File: config.mk
export PLATFORM = sky130hd
export DESIGN_NAME = store_drain_buffer
export DESIGN_NICKNAME = d
export VERILOG_FILES = /design/src/rtl/store_drain_buffer_pkg.sv /design/src/rtl/store_drain_buffer_fwd_search.sv /design/src/rtl/store_drain_buffer.sv
export SDC_FILE = /design/constraint.sdc
export NUM_CORES = 1
export LEC_CHECK = 0
export ABC_AREA = 1
export BUFFER_PORTS_ARGS = -buffer_cell sky130_fd_sc_hd__buf_2
export CORE_ASPECT_RATIO = 1.4
export CORE_UTILIZATION = 45
export CTS_CLUSTER_DIAMETER = 80
export CTS_CLUSTER_SIZE = 14
export DETAILED_ROUTE_END_ITERATION = 8
export PLACE_DENSITY_LB_ADDON = 0.08
export SYNTH_ARGS = -nofsm -noshare
export SYNTH_HDL_FRONTEND = slang
export SYNTH_HIERARCHICAL = 1
export SYNTH_SLANG_ARGS = --single-unit
File: constraint.sdc
create_clock -name clk -period 8.14 [get_ports clk]
set_input_delay 1.628 -clock clk [delete_from_list [all_inputs] [get_ports clk]]
set_output_delay 1.628 -clock clk [all_outputs]
set_load 0.05 [all_outputs]
File: src/rtl/store_drain_buffer_pkg.sv
// Shared types and helpers for the committed-store drain buffer.
//   store_entry_t : one buffered store {address, data, microop}
//   MO_SB/SH/SW   : store microop encodings
//   byte_mask()   : 4-bit byte-lane mask for an access size and low address bits
//   store_size()  : access size (0 byte, 1 half, 2 word) of a store microop
package store_drain_buffer_pkg;

    localparam int SDB_ADDR_BITS  = 32;
    localparam int SDB_DATA_WIDTH = 32;
    localparam int SDB_MICROOP    = 5;

    localparam logic [SDB_MICROOP-1:0] MO_SB = 5'b00110;
    localparam logic [SDB_MICROOP-1:0] MO_SH = 5'b00111;
    localparam logic [SDB_MICROOP-1:0] MO_SW = 5'b01000;

    typedef struct packed {
        logic [SDB_ADDR_BITS-1:0]  address;
        logic [SDB_DATA_WIDTH-1:0] data;
        logic [SDB_MICROOP-1:0]    microop;
    } store_entry_t;

    function automatic logic [3:0] byte_mask(input logic [1:0] size, input logic [1:0] a);
        logic [3:0] m;
        case (size)
            2'd0:    m = 4'(4'b0001 << a);
            2'd1:    m = 4'(4'b0011 << a);
            default: m = 4'b1111;
        endcase
        return m;
    endfunction

    // Anything that is not SB/SH is treated as a full word.
    function automatic logic [1:0] store_size(input logic [SDB_MICROOP-1:0] microop);
        logic [1:0] s;
        case (microop)
            MO_SB:   s = 2'd0;
            MO_SH:   s = 2'd1;
            default: s = 2'd2;
        endcase
        return s;
    endfunction

endpackage

File: src/rtl/store_drain_buffer_fwd_search.sv
// Youngest-first store-to-load overlap search.
//   entries/valid : buffer storage and per-slot valid bits
//   head/tail     : oldest slot and next write slot (tail-1 is youngest)
//   lookup_*      : load address and size (0 byte, 1 half, 2 word)
//   hit/data      : youngest overlapping store matches the load exactly
//   stall         : youngest overlapping store cannot be forwarded
module store_drain_buffer_fwd_search
    import store_drain_buffer_pkg::*;
#(
    parameter int DEPTH = 4,
    parameter int PTR_W = $clog2(DEPTH)
) (
    input  store_entry_t              entries [DEPTH],
    input  logic [DEPTH-1:0]          valid,
    input  logic [PTR_W-1:0]          head,
    input  logic [PTR_W-1:0]          tail,
    input  logic [SDB_ADDR_BITS-1:0]  lookup_address,
    input  logic [1:0]                lookup_size,
    output logic                      hit,
    output logic                      stall,
    output logic [SDB_DATA_WIDTH-1:0] data
);

    always_comb begin
        logic [3:0]       load_mask;
        logic [3:0]       st_mask;
        logic [PTR_W-1:0] idx;
        logic             found;
        logic             done;
        hit       = 1'b0;
        stall     = 1'b0;
        data      = '0;
        found     = 1'b0;
        done      = 1'b0;
        idx       = '0;
        st_mask   = '0;
        load_mask = byte_mask(lookup_size, lookup_address[1:0]);
        // Walk from the youngest slot back towards head; pointer arithmetic
        // wraps modulo DEPTH, so age order survives pointer wrap-around.
        // The cast makes i+1 == DEPTH wrap to 0, i.e. idx == tail (full case).
        for (int i = 0; i < DEPTH; i++) begin
            idx     = tail - PTR_W'(i + 1);
            st_mask = byte_mask(store_size(entries[idx].microop), entries[idx].address[1:0]);
            if (!found && !done && valid[idx] &&
                entries[idx].address[SDB_ADDR_BITS-1:2] == lookup_address[SDB_ADDR_BITS-1:2] &&
                (st_mask & load_mask) != 4'b0000) begin
                found = 1'b1;
                if (entries[idx].address == lookup_address &&
                    store_size(entries[idx].microop) == lookup_size) begin
                    hit  = 1'b1;
                    data = entries[idx].data;
                end else begin
                    stall = 1'b1;
                end
            end
            if (idx == head) begin
                done = 1'b1;
            end
        end
    end

endmodule

File: src/rtl/store_drain_buffer.sv
// FIFO of committed stores: filled by ROB retirement, drained in order to the
// data-cache write port, with a youngest-first forwarding lookup for loads.
//   commit_*  : store retirement (valid/ready handshake)
//   wb_*      : head store presented to the cache (wb_valid also feeds the
//               LSU port-hazard signal)
//   lookup_*  : load forwarding query, hit/data or stall
//   empty/full: occupancy flags
module store_drain_buffer
    import store_drain_buffer_pkg::*;
#(
    parameter int DEPTH      = 4,
    parameter int ADDR_BITS  = SDB_ADDR_BITS,
    parameter int DATA_WIDTH = SDB_DATA_WIDTH,
    parameter int MICROOP    = SDB_MICROOP
) (
    input  logic                  clk,
    input  logic                  rst,
    input  logic                  commit_valid,
    input  logic [ADDR_BITS-1:0]  commit_address,
    input  logic [DATA_WIDTH-1:0] commit_data,
    input  logic [MICROOP-1:0]    commit_microop,
    output logic                  commit_ready,
    output logic                  wb_valid,
    output logic [ADDR_BITS-1:0]  wb_address,
    output logic [DATA_WIDTH-1:0] wb_data,
    output logic [MICROOP-1:0]    wb_microop,
    input  logic                  wb_ready,
    input  logic [ADDR_BITS-1:0]  lookup_address,
    input  logic [1:0]            lookup_size,
    output logic                  lookup_hit,
    output logic [DATA_WIDTH-1:0] lookup_data,
    output logic                  lookup_stall,
    output logic                  empty,
    output logic                  full
);

    localparam int PTR_W = $clog2(DEPTH);

    // The entry type is fixed by the package; reject mismatching overrides.
    if (ADDR_BITS != SDB_ADDR_BITS || DATA_WIDTH != SDB_DATA_WIDTH || MICROOP != SDB_MICROOP) begin : g_width_check
        $error("store_drain_buffer: widths must match store_entry_t");
    end

    store_entry_t     entries_reg [DEPTH];
    logic [DEPTH-1:0] valid_reg;
    logic [PTR_W-1:0] head_reg;
    logic [PTR_W-1:0] tail_reg;
    logic [PTR_W:0]   count_reg;
    logic [PTR_W:0]   count_next;
    logic             push;
    logic             pop;

    assign full         = (count_reg == (PTR_W + 1)'(DEPTH));
    assign empty        = (count_reg == '0);
    assign commit_ready = ~full;
    assign wb_valid     = ~empty;
    assign push         = commit_valid && commit_ready;
    assign pop          = wb_valid && wb_ready;

    // Head entry is gated so wb_* read zero whenever nothing is presented.
    assign wb_address = wb_valid ? entries_reg[head_reg].address : '0;
    assign wb_data    = wb_valid ? entries_reg[head_reg].data    : '0;
    assign wb_microop = wb_valid ? entries_reg[head_reg].microop : '0;

    always_comb begin
        count_next = count_reg;
        case ({push, pop})
            2'b10:   count_next = count_reg + 1'b1;
            2'b01:   count_next = count_reg - 1'b1;
            default: count_next = count_reg;
        endcase
    end

    always_ff @(posedge clk or posedge rst) begin
        if (rst) begin
            head_reg  <= '0;
            tail_reg  <= '0;
            count_reg <= '0;
            valid_reg <= '0;
        end else begin
            // push and pop never address the same slot: that needs head==tail,
            // which means empty (no pop) or full (no push).
            if (pop) begin
                head_reg            <= head_reg + 1'b1;
                valid_reg[head_reg] <= 1'b0;
            end
            if (push) begin
                tail_reg            <= tail_reg + 1'b1;
                valid_reg[tail_reg] <= 1'b1;
            end
            count_reg <= count_next;
        end
    end

    // Payload storage carries no reset; valid bits and gating cover it.
    always_ff @(posedge clk) begin
        if (push) begin
            entries_reg[tail_reg] <= '{address: commit_address,
                                       data:    commit_data,
                                       microop: commit_microop};
        end
    end

    store_drain_buffer_fwd_search #(
        .DEPTH (DEPTH),
        .PTR_W (PTR_W)
    ) u_fwd_search (
        .entries        (entries_reg),
        .valid          (valid_reg),
        .head           (head_reg),
        .tail           (tail_reg),
        .lookup_address (lookup_address),
        .lookup_size    (lookup_size),
        .hit            (lookup_hit),
        .stall          (lookup_stall),
        .data           (lookup_data)
    );

    // Protocol checks (simulation only). A push while full is dropped by
    // design, so it is reported as a warning; a misaligned SH is a real bug.
    always @(posedge clk) begin
        if (!rst) begin
            assert (!(commit_valid && full))
                else $warning("store_drain_buffer: commit while full, store dropped");
            assert (!(push && commit_microop == MO_SH && commit_address[0]))
                else $error("store_drain_buffer: misaligned SH committed");
        end
    end

endmodule

* Word-level counts from Yosys, hierarchy flattened
Cells that the tools add are included.
** Word-level totals
- Flip-flop bits (word level) :: 287
- Input bits :: 107
- Output and inout bits :: 107
- Word-level logic and storage cells :: 210
** Cells by class
- Add/sub/neg operators :: 7
- $lt $le $gt $ge :: 13
- Eq/ne operators :: 31
- Shift-type cells :: 10
- Multiplexer cells :: 79
- Bitwise operators :: 14
- Reduce and logical (&&, ||, !) cells :: 40
** Operators with widths (count)
- $mux W69 :: 11
- $bmux W69 S2 :: 5
- $mux W32 :: 10
- $bwmux W276 :: 1
- $demux W69 S2 :: 1
- $eq A32 B32 Y1 :: 4
- $eq A30 B30 Y1 :: 4
- $eq A5 B3 Y1 const B :: 8
- $pmux W4 S2 :: 5
- $mux W1 :: 28
- $logic_and A1 B1 Y1 :: 23
- $and A4 B4 Y4 :: 5
- $shl A1 B2 Y4 const A :: 5
- $shl A2 B2 Y4 const A :: 5
- $pmux W2 S2 :: 4
- $reduce_bool A4 Y1 :: 4
- $ge A3 B3 Y1 const B :: 5
- $lt A2 B3 Y1 const B :: 5
- $not A2 Y3 :: 5
- $eq A2 B2 Y1 :: 7
- $eq A2 B1 Y1 const B :: 6
- $logic_not A2 Y1 :: 5
- $bmux W1 S2 :: 4
- $mux W2 :: 4
- 19 further kinds :: 30

* Logic depth before layout (Yosys ltp)
- Depth after elaboration :: 35
- Mapped depth :: 23
- Mapped depth without buffers :: 19

* By module
Netlist, hierarchy kept.
** Modules (own cells, without submodules)
- store_drain_buffer :: times used 1, cells an instance 1169, area each 12391.9 µm²
- store_drain_buffer_fwd_search :: times used 1, cells an instance 2534, area each 11274.6 µm²

* Worst setup path after synthesis
Ideal clock, no wire load.
- Kind :: input to output
- From :: input port lookup_size[1]
- To :: output port lookup_data[10]
- Arrival :: 4109 ps
- Data required time :: 6512 ps
- Setup slack :: 2403 ps
- Stages :: 19
- Cells stage by stage :: clkbuf_1 inv_2 nand2_1 o21ai_0 nand2_1 nand2_1 inv_1 nand2_1 nand3_1 nand2_1 nor2_1 nand2_1 nand3_2 nand4_1 buf_4 buf_6 nor2_1 nor2_1 a21oi_1
** Between the ends
- Word-level cells in the longest chain between the ends :: 24
** Ends and longest elaborated chain
- from (decl) :: RTL line store_drain_buffer.sv:29 : input logic [1:0] lookup_size,
- $eq A2 B1 Y1 or $logic_not A2 Y1 (tied branches) :: RTL line store_drain_buffer_pkg.sv:24 : case (size)
- $pmux W4 S2 :: RTL line store_drain_buffer_pkg.sv:24
- $and A4 B4 Y4 :: RTL line store_drain_buffer_fwd_search.sv:46 : (st_mask & load_mask) != 4'b0000) begin
- $reduce_bool A4 Y1 :: RTL line store_drain_buffer_fwd_search.sv:46
- $logic_and A1 B1 Y1 :: RTL line store_drain_buffer_fwd_search.sv:45 : entries[idx].address[SDB_ADDR_BITS-1:2] == lookup_address[SDB_ADDR_BITS-1:2] &&
- $mux W1 :: RTL line store_drain_buffer_fwd_search.sv:44 : if (!found && !done && valid[idx] &&
- $logic_not A1 Y1 :: RTL line store_drain_buffer_fwd_search.sv:44
- $logic_and A1 B1 Y1 (3 in a row) :: RTL line store_drain_buffer_fwd_search.sv:44
- [2 not listed]
- $logic_not A1 Y1 :: RTL line store_drain_buffer_fwd_search.sv:44
- $logic_and A1 B1 Y1 (3 in a row) :: RTL line store_drain_buffer_fwd_search.sv:44
- $logic_and A1 B1 Y1 :: RTL line store_drain_buffer_fwd_search.sv:45
- $mux W1 :: RTL line store_drain_buffer_fwd_search.sv:44
- $logic_not A1 Y1 :: RTL line store_drain_buffer_fwd_search.sv:44
- $logic_and A1 B1 Y1 (3 in a row) :: RTL line store_drain_buffer_fwd_search.sv:44
- $logic_and A1 B1 Y1 :: RTL line store_drain_buffer_fwd_search.sv:45
- $mux W32 (*) :: RTL line store_drain_buffer_fwd_search.sv:44
- to (decl) :: RTL line store_drain_buffer.sv:31 : output logic [DATA_WIDTH-1:0] lookup_data,
Mark *: on every way between the ends. The rest lies on a longest branch, timed or not.

* Worst setup path after layout
- From :: register tail_reg[1]
- To :: output port lookup_data[0]
** Between the ends
- Word-level cells in the longest chain between the ends :: 31
** Ends and longest elaborated chain
- from (decl) :: RTL line store_drain_buffer.sv:47 : logic [PTR_W-1:0] tail_reg;
- from (signal assigned) :: RTL line store_drain_buffer.sv:88 : tail_reg <= tail_reg + 1'b1;
- $sub A2 B1 Y2 :: RTL line store_drain_buffer_fwd_search.sv:42 : idx = tail - PTR_W'(i + 1);
- $not A2 Y3 (not written as such)
- $bmux W69 S2
- $mux W69 (not written as such) :: RTL line store_drain_buffer_fwd_search.sv:43 : st_mask = byte_mask(store_size(entries[idx].microop), entries[idx].address[1:0]);
- $mux W69 (not written as such) :: RTL line store_drain_buffer_fwd_search.sv:51 : data = entries[idx].data;
- $eq A5 B3 Y1 :: RTL line store_drain_buffer_pkg.sv:35 : case (microop)
- $pmux W2 S2 :: RTL line store_drain_buffer_pkg.sv:35
- $eq A2 B1 Y1 or $logic_not A2 Y1 (tied branches) :: RTL line store_drain_buffer_pkg.sv:24
- [11 not listed]
- $logic_not A1 Y1 :: RTL line store_drain_buffer_fwd_search.sv:44
- $logic_and A1 B1 Y1 (3 in a row) :: RTL line store_drain_buffer_fwd_search.sv:44
- $logic_and A1 B1 Y1 :: RTL line store_drain_buffer_fwd_search.sv:45
- $mux W1 :: RTL line store_drain_buffer_fwd_search.sv:44
- $logic_not A1 Y1 :: RTL line store_drain_buffer_fwd_search.sv:44
- $logic_and A1 B1 Y1 (3 in a row) :: RTL line store_drain_buffer_fwd_search.sv:44
- $logic_and A1 B1 Y1 :: RTL line store_drain_buffer_fwd_search.sv:45
- $mux W32 (*) :: RTL line store_drain_buffer_fwd_search.sv:44
Mark *: on every way between the ends. The rest lies on a longest branch, timed or not. The select of a mux whose other input is x is not followed.

==> key figures <==
Route
  – First-pass detailed-route iteration total: 6
  – Number of nets with antenna violations after detailed routing: 0
  – Final wirelength: 78300 um
  – Number of design rule violations left after detail routing: 0
  – Total number of vias: 23450
  – Via density: between 5 and 6
  – Post-DR wirelength/cell: 17.60 um
  – Number of DRC markers after the initial detailed-route iteration: approximately 1500

Setup path
  – Crit Path Category: flop to output pin
  – Slowest cell on crit path: nand2_8
  – Kind of launch point of the worst setup path: flop
  – Crit-path max FO: 146
  – Critical R2R Launch: tail_reg[1]$_DFFE_PP0P_
  – CP required: between 6 and 7 ns
  – Worst setup path startpoint: tail_reg[1]$_DFFE_PP0P_
  – Chain of cells forming the critical path: inv_4, nand2_1, nand2_8, nand2_1, nand3_1, nand2_1, nor2_1, nand2_1, nor2_1, nand2_1, nor2_1, nand3_2, and2_4, nand3b_2, buf_4, nor2_1, a21oi_1, buf_2
  – Data arrival, critical path: 5.47 ns
  – Slowest stage delay, CP: around 0.59 ns
  – Worst Setup End Kind: output pin
  – CP dominant cell by count: nand2_1

Logic synthesis
  – Share of synthesized area spent on multiplexers: 0.02749
  – Fraction of synthesized cell area taken by the top area cell type: 0.3502
  – Sequential area share after synthesis: 0.3618
  – Net Count, Synth: 3820
  – Adder-cell share of the synthesized area: 0.005604
  – Synthesis warning total: 6
  – Area share of xor/xnor cells in the synthesized design: 0.007402
  – Post-synthesis cell type with the largest combined area: edfxtp_1
  – Complex-gate fraction of the synthesized area: 0.07565
  – Fraction of registers with async set/reset: 0.03833
  – Post-Synth Simple-Gate Area: 0.3945
  – Leading post-synthesis cells by cell area: edfxtp_1 35%, nand2_1 23%, nand3_1 12%
  – Number of register bits inferred by synthesis: 287
  – Post-synthesis cell count: 3703
  – Post-synth top flop: edfxtp_1
  – Cell variety after synth: 35
  – Number of flops mapped to enable cells by yosys: about 280
  – Cell Area, Synth: about 24000 sq um
  – Combinational family with the most area after synthesis: simple AND/OR/NAND/NOR gates
  – Mean cell area of the mapped netlist: 6.391 sq um

Global routing
  – Remaining Overflow, GRT: 0
  – Total routing resource utilization after global routing: 0.2893
  – First-pass GRT wire length: 120200 um
  – Maximum number of pins on one net before global-route repair: 199
  – Number of antenna violations at the first check in global routing: 10
  – Number of global-route vias before repair: between 20000 and 25000

Floorplan
  – Total Die Area: ~54000 sq um
  – Cell Rows: 99
  – Boundary pin count: 214
  – Y dimension of the die: 273.3 um
  – Width of the die: 195.8 um
  – Initial standard-cell utilization of the core: 0.4549
  – Area of the core: around 52000 sq um

Power and ir drop
  – Peak supply drop: 427.9 uV
  – Clk pwr share: 0.122
  – Sw Share: 0.5735
  – Comb pwr share: 0.668
  – Total power of the final layout: about 11 mW
  – Switching Power: 6.062 mW
  – Leakage power of the design: 13.09 nW
  – Power density over the cells: 412.8 nW/um^2
  – Internal power: ~4.5 mW
  – Sequential fraction of design power: 0.210

Cells and area
  – Final design area excluding fillers: 25600 sq um
  – Layout overhead on the synthesized area: 8.179%
  – Commonest cells after routing, fill and taps aside: 1457 x nand2_1, 557 x nand3_1, 487 x inv_1, 276 x edfxtp_1, 229 x o21ai_0
  – Commonest non-fill, non-tap cell in the layout: nand2_1
  – Fraction of final layout cells sized beyond drive strength 1: 0.08261
  – Layout Nets: 3889
  – Number of flip-flops under the largest register name: between 200 and 300

STA
  – Upper clock frequency limit: roughly 140 MHz
  – Final setup margin: 1.039 ns
  – Total setup violations reported at the end of the flow: 0
  – Final worst-path cycle share: 0.8723
  – Fin. max-slew vios: 0
  – Worst Max-Slew Pin Slew: 1.013 ns
  – Unrepaired setup endpoints after global routing: no
  – Final Critical Period: 7.101 ns
  – Worst hold slack: roughly 0.5 ns
  – Max-slew headroom: 0.3243
  – Setup tns final: 0 ns
  – Final hold vios: 0
  – Clock skew: between 0.015 and 0.02 ns

Place
  – Weighted congestion at the end of routability-driven global placement: approximately 0.97
  – Placement-stage cell area: 24740 sq um
  – Pre-CTS worst setup slack: around 1.7 ns
  – Port-buffer cells: 213
  – HPWL after DPL: 52870 um

Clocking
  – Number of clock sinks: 287
  – Post-CTS setup repair buffer count: 0
  – Clock Path Buffers: 3
  – Number of gates resized after cts: 0
  – Clk Latency, worst-skew pair: 0.58 ns
  – Total CTS buffers: 27
  – Clock-pin slew of the registers on the worst-case setup and hold paths: 0.07 ns
  – H-Tree Level Count: 1
  – Post-cts hold buffer count: 0
  – Cell chosen for the clock root: clkbuf_16
  – CTS tree: yes

Worst hold path
  – Hold_sp: count_reg[0]$_DFFE_PP0P_
  – Class of the tightest hold or removal check: flop to flop

Job
  – Max-capacitance violation count: 0

Outcome
  – Result of the run: finished clean
-- worst paths after layout --
| path | endpoint | slack [ns] | cells past startpoint |
|---|---|---|---|
| max | lookup_data[0] | 1.04 | 18 |
| min | count_reg[0]$_DFFE_PP0P_ | 0.50 | 1 |
| min in group asynchronous | tail_reg[1]$_DFFE_PP0P_ | 1.08 | 2 |
| min reg2reg | count_reg[0]$_DFFE_PP0P_ | 0.50 | 1 |
| max reg2reg | entries_reg[185]$_DFFE_PP_ | 4.76 | 6 |
| max in group asynchronous | head_reg[1]$_DFFE_PP0N_ | 6.70 | 2 |
-- cell usage after synthesis (2+ instances only) --
cell and n:
nand2_1 1458, nand3_1 557, inv_1 491, edfxtp_1 276, o21ai_0 229, nor2_1 198, a21oi_1 109, buf_2 102
mux2i_1 65, clkbuf_1 54, buf_6 25, nand4_1 24, xor2_1 19, buf_4 17, o21ai_1 14, dfrtp_1 11
ha_1 9, buf_1 7, inv_2 7, nand3b_1 5, or2_2 4, nand2_2 3, nor3_1 3, o211ai_1 3
nand3_2 2, nor2_2 2
-- logic make-up (layout without fill, tap and decap cells) --
| group | Yosys count | in the layout |
|---|---|---|
| and+or+nand+nor | 2262 | 2262 |
| buffers and inverters | 703 | 789 |
| AOI/OAI and AO/OA | 356 | 356 |
| DFF | 287 | 287 |
| muxes | 65 | 65 |
| xor gates and xnor gates | 20 | 20 |
| adders and majority gates | 10 | 10 |
| other | 0 | 4 |
-- per-layer routing --
layer,up-vias,wire (um),global-route usage
met5,-,60,0
met4,8,2530,0.09704
met3,129,3754,0.02932
met2,607,40680,0.5526
met1,10770,31270,0.3328
li1,11930,-,-
-- power groups by stage --
stage               Clock (mW)  Combinational (mW)  Sequential [mW]
floorplan                    0                5.49             2.13
global placement             0                7.04             2.25
detailed placement           0                7.05             2.25
CTS                       1.33                7.07             2.22
global route              1.37                7.83             2.26
finish                    1.29                7.06             2.22
-- metrics by stage --
| stage | utilization | cells |
|---|---|---|
| floorplan | - | 3703 |
| global placement | 0.4754 | 4399 |
| detailed placement | 0.4754 | 4399 |
| CTS | 0.4919 | 4445 |
| global route | 0.4921 | 4448 |
| finish | 0.4921 | 4449 |
-- worst max-delay path, delay by kind of cell (launching register included) --
kind	cells	cell delay (ns)
AOI/OAI and AO/OA	1	0.23
buffers and inverters	3	0.84
DFF	1	0.58
and+or+nand+nor	14	3.03
-- final cells by class --
cell class	count	area (sq um)
timing repair buffer	245	1344
fill	5488	26420
clock inverter	11	151.4
clock buffer	35	705.7
sequential	287	8578
antenna	4	10.01
tap	656	820.8
multi-input combinational	2713	12110
inverter	498	1884
Power figures use the tool's default switching activity.
